==> config.mk <==
export PLATFORM = sky130hd
export DESIGN_NAME = gpio_bank
export DESIGN_NICKNAME = d
export VERILOG_FILES = /design/src/rtl/gpio_bank_pkg.sv /design/src/rtl/gpio_sync.sv /design/src/rtl/gpio_bank.sv
export SDC_FILE = /design/constraint.sdc
export NUM_CORES = 1
export LEC_CHECK = 0
export BUFFER_PORTS_ARGS = -buffer_cell sky130_fd_sc_hd__buf_2
export CELL_PAD_IN_SITES_DETAIL_PLACEMENT = 1
export CELL_PAD_IN_SITES_GLOBAL_PLACEMENT = 1
export CORE_ASPECT_RATIO = 1.25
export CORE_MARGIN = 4
export CORE_UTILIZATION = 38
export DETAILED_ROUTE_END_ITERATION = 16
export PLACE_DENSITY = 0.81
export SLEW_MARGIN = 20
export SYNTH_ARGS = -nofsm -noshare
export SYNTH_HDL_FRONTEND = slang
export SYNTH_SLANG_ARGS = --single-unit
export TNS_END_PERCENT = 1
==> constraint.sdc <==
create_clock -name clk -period 2.85 [get_ports clk]
set_input_delay 0.57 -clock clk [delete_from_list [all_inputs] [get_ports clk]]
set_output_delay 0.57 -clock clk [all_outputs]
set_load 0.01 [all_outputs]
==> src/rtl/gpio_bank_pkg.sv <==
// Shared register map and pad mode encodings for the GPIO bank.
package gpio_bank_pkg;

    localparam logic [31:0] OFF_CTRL_LO    = 32'h00;
    localparam logic [31:0] OFF_CTRL_HI    = 32'h04;
    localparam logic [31:0] OFF_DATA       = 32'h08;
    localparam logic [31:0] OFF_RISE_EN    = 32'h0C;
    localparam logic [31:0] OFF_FALL_EN    = 32'h10;
    localparam logic [31:0] OFF_IRQ_STATUS = 32'h14;

    typedef enum logic [1:0] {
        MODE_INPUT     = 2'b00,
        MODE_PUSH_PULL = 2'b01,
        MODE_OPEN_DRN  = 2'b10,
        MODE_RESERVED  = 2'b11
    } gpio_mode_e;

    // Word index as decoded from addr[4:2].
    function automatic logic [2:0] reg_idx(input logic [31:0] off);
        return off[4:2];
    endfunction

endpackage

==> src/rtl/gpio_sync.sv <==
// Multi-flop input synchronizer, WIDTH bits wide and STAGES flops deep.
module gpio_sync #(
    parameter int unsigned WIDTH  = 1,
    parameter int unsigned STAGES = 2
) (
    input  logic             clk,
    input  logic             rst,
    input  logic [WIDTH-1:0] d_i,
    output logic [WIDTH-1:0] q_o
);

    logic [STAGES-1:0][WIDTH-1:0] stage_q;
    logic [STAGES-1:0][WIDTH-1:0] stage_d;

    always_comb begin
        stage_d = {stage_q[STAGES-2:0], d_i};
    end

    always_ff @(posedge clk or posedge rst) begin
        if (rst) begin
            stage_q <= '0;
        end else begin
            stage_q <= stage_d;
        end
    end

    assign q_o = stage_q[STAGES-1];

endmodule

==> src/rtl/gpio_bank.sv <==
// Memory-mapped GPIO bank: per-pin mode control, data, synchronized inputs.
// Edge interrupts are built only when GPIO_IRQ_EN is defined.
module gpio_bank
    import gpio_bank_pkg::*;
#(
    parameter int unsigned N_PINS      = 16,
    parameter int unsigned SYNC_STAGES = 2
) (
    input  logic              clk,
    input  logic              rst,
    input  logic              we_i,
    input  logic [31:0]       addr_i,
    input  logic [31:0]       data_i,
    output logic [31:0]       data_o,
    input  logic [N_PINS-1:0] io_pin_i,
    output logic [N_PINS-1:0] io_pin_o,
    output logic [N_PINS-1:0] io_oe_o,
    output logic              int_o
);

    logic [2*N_PINS-1:0] ctrl_q, ctrl_d;
    logic [N_PINS-1:0]   data_q, data_d;
    logic [N_PINS-1:0]   pin_sync;
    logic [N_PINS-1:0]   data_rd;
    logic [31:0]         ctrl_lo_rd, ctrl_hi_rd;
    logic [2:0]          idx;
    logic                unused_bus_bits;

    assign idx             = addr_i[4:2];
    assign unused_bus_bits = ^{addr_i[31:5], addr_i[1:0], data_i};

    gpio_sync #(
        .WIDTH  (N_PINS),
        .STAGES (SYNC_STAGES)
    ) u_sync (
        .clk (clk),
        .rst (rst),
        .d_i (io_pin_i),
        .q_o (pin_sync)
    );

    // Pins 0-15 map to CTRL_LO, 16-31 to CTRL_HI, two bits each.
    always_comb begin
        ctrl_d     = ctrl_q;
        data_d     = data_q;
        ctrl_lo_rd = '0;
        ctrl_hi_rd = '0;
        for (int unsigned i = 0; i < N_PINS; i++) begin
            if (i < 16) begin
                ctrl_lo_rd[2*(i%16) +: 2] = ctrl_q[2*i +: 2];
                if (we_i && idx == reg_idx(OFF_CTRL_LO))
                    ctrl_d[2*i +: 2] = data_i[2*(i%16) +: 2];
            end else begin
                ctrl_hi_rd[2*(i%16) +: 2] = ctrl_q[2*i +: 2];
                if (we_i && idx == reg_idx(OFF_CTRL_HI))
                    ctrl_d[2*i +: 2] = data_i[2*(i%16) +: 2];
            end
        end
        if (we_i && idx == reg_idx(OFF_DATA))
            data_d = data_i[N_PINS-1:0];
    end

    always_comb begin
        io_oe_o  = '0;
        io_pin_o = '0;
        data_rd  = '0;
        for (int unsigned i = 0; i < N_PINS; i++) begin
            case (ctrl_q[2*i +: 2])
                MODE_PUSH_PULL: begin
                    io_oe_o[i]  = 1'b1;
                    io_pin_o[i] = data_q[i];
                    data_rd[i]  = data_q[i];
                end
                MODE_OPEN_DRN: begin
                    io_oe_o[i]  = ~data_q[i];
                    data_rd[i]  = data_q[i];
                end
                default: data_rd[i] = pin_sync[i];
            endcase
        end
    end

    always_ff @(posedge clk or posedge rst) begin
        if (rst) begin
            ctrl_q <= '0;
            data_q <= '0;
        end else begin
            ctrl_q <= ctrl_d;
            data_q <= data_d;
        end
    end

`ifdef GPIO_IRQ_EN
    logic [N_PINS-1:0] rise_en_q, rise_en_d;
    logic [N_PINS-1:0] fall_en_q, fall_en_d;
    logic [N_PINS-1:0] irq_q, irq_d;
    logic [N_PINS-1:0] hist_q, hist_d;
    logic              int_q, int_d;
    logic [N_PINS-1:0] edge_hit;

    // New edges are OR'd in after the W1C so a coincident edge keeps the bit set.
    always_comb begin
        rise_en_d = rise_en_q;
        fall_en_d = fall_en_q;
        hist_d    = pin_sync;
        edge_hit  = (pin_sync & ~hist_q & rise_en_q) | (~pin_sync & hist_q & fall_en_q);
        irq_d     = irq_q;
        if (we_i && idx == reg_idx(OFF_RISE_EN))    rise_en_d = data_i[N_PINS-1:0];
        if (we_i && idx == reg_idx(OFF_FALL_EN))    fall_en_d = data_i[N_PINS-1:0];
        if (we_i && idx == reg_idx(OFF_IRQ_STATUS)) irq_d = irq_q & ~data_i[N_PINS-1:0];
        irq_d = irq_d | edge_hit;
        int_d = |irq_q;
    end

    always_ff @(posedge clk or posedge rst) begin
        if (rst) begin
            rise_en_q <= '0;
            fall_en_q <= '0;
            irq_q     <= '0;
            hist_q    <= '0;
            int_q     <= 1'b0;
        end else begin
            rise_en_q <= rise_en_d;
            fall_en_q <= fall_en_d;
            irq_q     <= irq_d;
            hist_q    <= hist_d;
            int_q     <= int_d;
        end
    end

    assign int_o = int_q;
`else
    assign int_o = 1'b0;
`endif

    always_comb begin
        data_o = '0;
        case (idx)
            reg_idx(OFF_CTRL_LO):    data_o = ctrl_lo_rd;
            reg_idx(OFF_CTRL_HI):    data_o = ctrl_hi_rd;
            reg_idx(OFF_DATA):       data_o[N_PINS-1:0] = data_rd;
`ifdef GPIO_IRQ_EN
            reg_idx(OFF_RISE_EN):    data_o[N_PINS-1:0] = rise_en_q;
            reg_idx(OFF_FALL_EN):    data_o[N_PINS-1:0] = fall_en_q;
            reg_idx(OFF_IRQ_STATUS): data_o[N_PINS-1:0] = irq_q;
`endif
            default:                 data_o = '0;
        endcase
    end

endmodule

==> summary.txt <==
CTS
  – Cts bufs inserted: 9
  – Sink Count: 80
  – Clock latency on the worst-skew pair: 0.32 ns
  – Setup bufs post-CTS: 0
  – # resized after CTS: 0
  – Max clock buf depth: 2
  – Hold_buf cts: 0
  – Clock Tree Root: clkbuf_16
  – CTS clk-pin slew, worst paths: 0.06 ns
  – CTS tree: done
  – H-tree level count: 3

Setup path
  – Max FO, Critical Path: 16
  – Flop-to-flop setup slack: 2.03 ns
  – Critical Path RT: 2.28 ns
  – CP Class: in -> out
  – Crit path launch: addr_i[2]
  – Worst EP arrival: 1.94 ns
  – Worst Setup End Kind: output pin
  – Reg-to-reg critical path startpoint: ctrl_lo_rd[5]
  – Worst Setup Start Kind: input pin

Logic synthesis
  – Avg Inst Size Synth: 12.3 um^2
  – #FFs+latches synth: 80
  – Gate Count Post-Synth: 321
  – Register area share after synthesis: 0.507
  – Post-synth net total: 436
  – Post-Syn Area: 3950 um^2
  – Ys Warns: 0
  – Post-synthesis cell type count: 21

Route
  – DRC Markers: 0
  – ANT nets after route: 0
  – Drt via density: 4.70
  – Post-DR wirelength/cell: 16.2 um
  – 1st-pass router iterations: 4
  – DR iter-0 viols: 19
  – Post-Route WL: 9350 um
  – Via total after detailed routing: 2707

Global route
  – Met1 global-route usage: 0.179
  – GR Overflow Total: 0
  – Initial antenna violation count: 1
  – Largest net degree at the start of global routing: 36
  – First-pass GRT wire length: 15300 um
  – Vias in the first global route: 3074
  – Most Used Layer, Global Route: met2
  – Tot GR Track Use: 0.163
  – M3 GR Usage: 0.0332
  – GR Layer Usage met2: 0.304

Pwr
  – NetSw: 1020 uW
  – Share of power burned in the clock network: 0.292
  – PnR Total Power: 3390 uW
  – Sequential share of power: 0.435
  – Internal power: 2370 uW
  – Sw Share: 0.300
  – Pwr dens: 690 nW/um^2
  – Gate power share: 0.273
  – Leakage: 0.00256 uW
  – VDD IR max: 0.318 mV

Layout
  – Share of cells above drive strength 1: 0.407
  – Design area: 4910 um^2
  – Area Overhead vs Synth: 24.5%
  – Number of nets in the layout: 558
  – Antenna fix cells: 0
  – Most frequent cells in the layout: buf_2, dfrtp_1, inv_1, mux2_2
  – Most common cell after layout, fill and taps aside: buf_2

STA
  – WHS: 0.152 ns
  – Slew Viols, Final: 0
  – Hold Vio Cnt, Final: 0
  – Min cycle time layout: 2.51 ns
  – Setup TNS: 0 ns
  – RSZ-0062 raised after global routing: false
  – FMAX: 0.399 GHz
  – Worst slew margin: 0.489
  – Worst slew pin tran: 0.766 ns
  – Clk_skew: 0.00439 ns
  – Fin crit share: 0.880
  – Final setup viols: 0

Min path
  – Hold/Removal Path Class: in -> async

Job
  – Max_cap viols: 0

Placement
  – Port Buffers: 117
  – Hpwl dp: 6940 um
  – GP Congestion: 0.755
  – Area of placed instances: 4660 um^2

Floorplanning
  – # rows: 41
  – I/O pin count: 148
  – Core ar.: 10100 um^2
  – Starting Density: 0.391
  – Die width: 99.2 um
  – Total die area: 12100 um^2
  – Die height: 122 um

Status
  – Status: finished clean
[synth_stat cells (all sizes together)]
library cell / n / area [um^2]
a21oi: 16 / 80.1
and2: 32 / 200
buf: 7 / 62.6
clkbuf: 4 / 26.3
conb: 1 / 3.75
dfrtp: 80 / 2000
ha: 32 / 400
inv: 49 / 184
mux2: 48 / 541
mux2i: 16 / 160
nand2b: 16 / 100
nor3: 1 / 5.00
nor4b: 1 / 23.8
nor4bb: 1 / 10.0
o2bb2ai: 16 / 140
or3b: 1 / 8.76
[final cells by class]
type	instances	area, um^2
clock buffers	14	244
clock inverters	1	5.00
fillers	1121	5190
inverters	49	185
multi-input cells	181	1690
flip-flops and latches	80	2000
well taps	129	161
repair buffers	122	623
[power groups by stage]
stage / clock (uW) / sequential [uW] / combinational [uW]
after CTS: 1030 / 1480 / 953
after detailed placement: 0 / 1500 / 947
after global placement: 0 / 1480 / 890
after floorplan: 0 / 1440 / 648
final: 990 / 1470 / 926
after global routing: 1090 / 1500 / 1050
[registers in the layout (all words and copies together) (netlist names)]
signal          count
data_q             16
ctrl_lo_rd         32
u_sync.q_o         16
u_sync.stage_d     16
[per-stage QoR]
step            util  instances  setup WS, ns
2_1_floorplan      -        321         0.228
3_3_place_gp   0.462        561         0.365
3_5_place_dp   0.462        561         0.304
4_1_cts        0.486        576         0.294
5_1_grt        0.486        576         0.253
6_report       0.486        576         0.341
[cell families after synthesis]
family	share of synthesized area
adder cells (fa/ha/maj)	0.101
AND/OR/NAND/NOR	0.0881
buffers and inverters	0.0691
AO/OA/AOI/OAI	0.0558
multiplexers	0.177
other	0.000950
flip-flops	0.507
[final timing paths]
kind,end,depth (start not counted)
worst max-delay path,data_o[4],4
worst min-delay path,data_q[9],2
worst max register to register,ctrl_lo_rd[5],1
worst min register to register,u_sync.q_o[15],0
max in group asynchronous,data_q[1],3
min in group clk,u_sync.q_o[15],0
[worst max-delay path: stages]
cell and delay [ns]:
buf_2 0.15, or3b_1 0.72, o2bb2ai_1 0.32, buf_2 0.17
[metal layers]
layer / part of all wire / vias to the layer above / routed length [um]
met5: 0.00086 / - / 8
met4: 0.013 / 2 / 118
met3: 0.046 / 10 / 430
met2: 0.55 / 72 / 5180
met1: 0.39 / 1326 / 3610
li1: - / 1297 / -
Power figures use the tool's default switching activity.
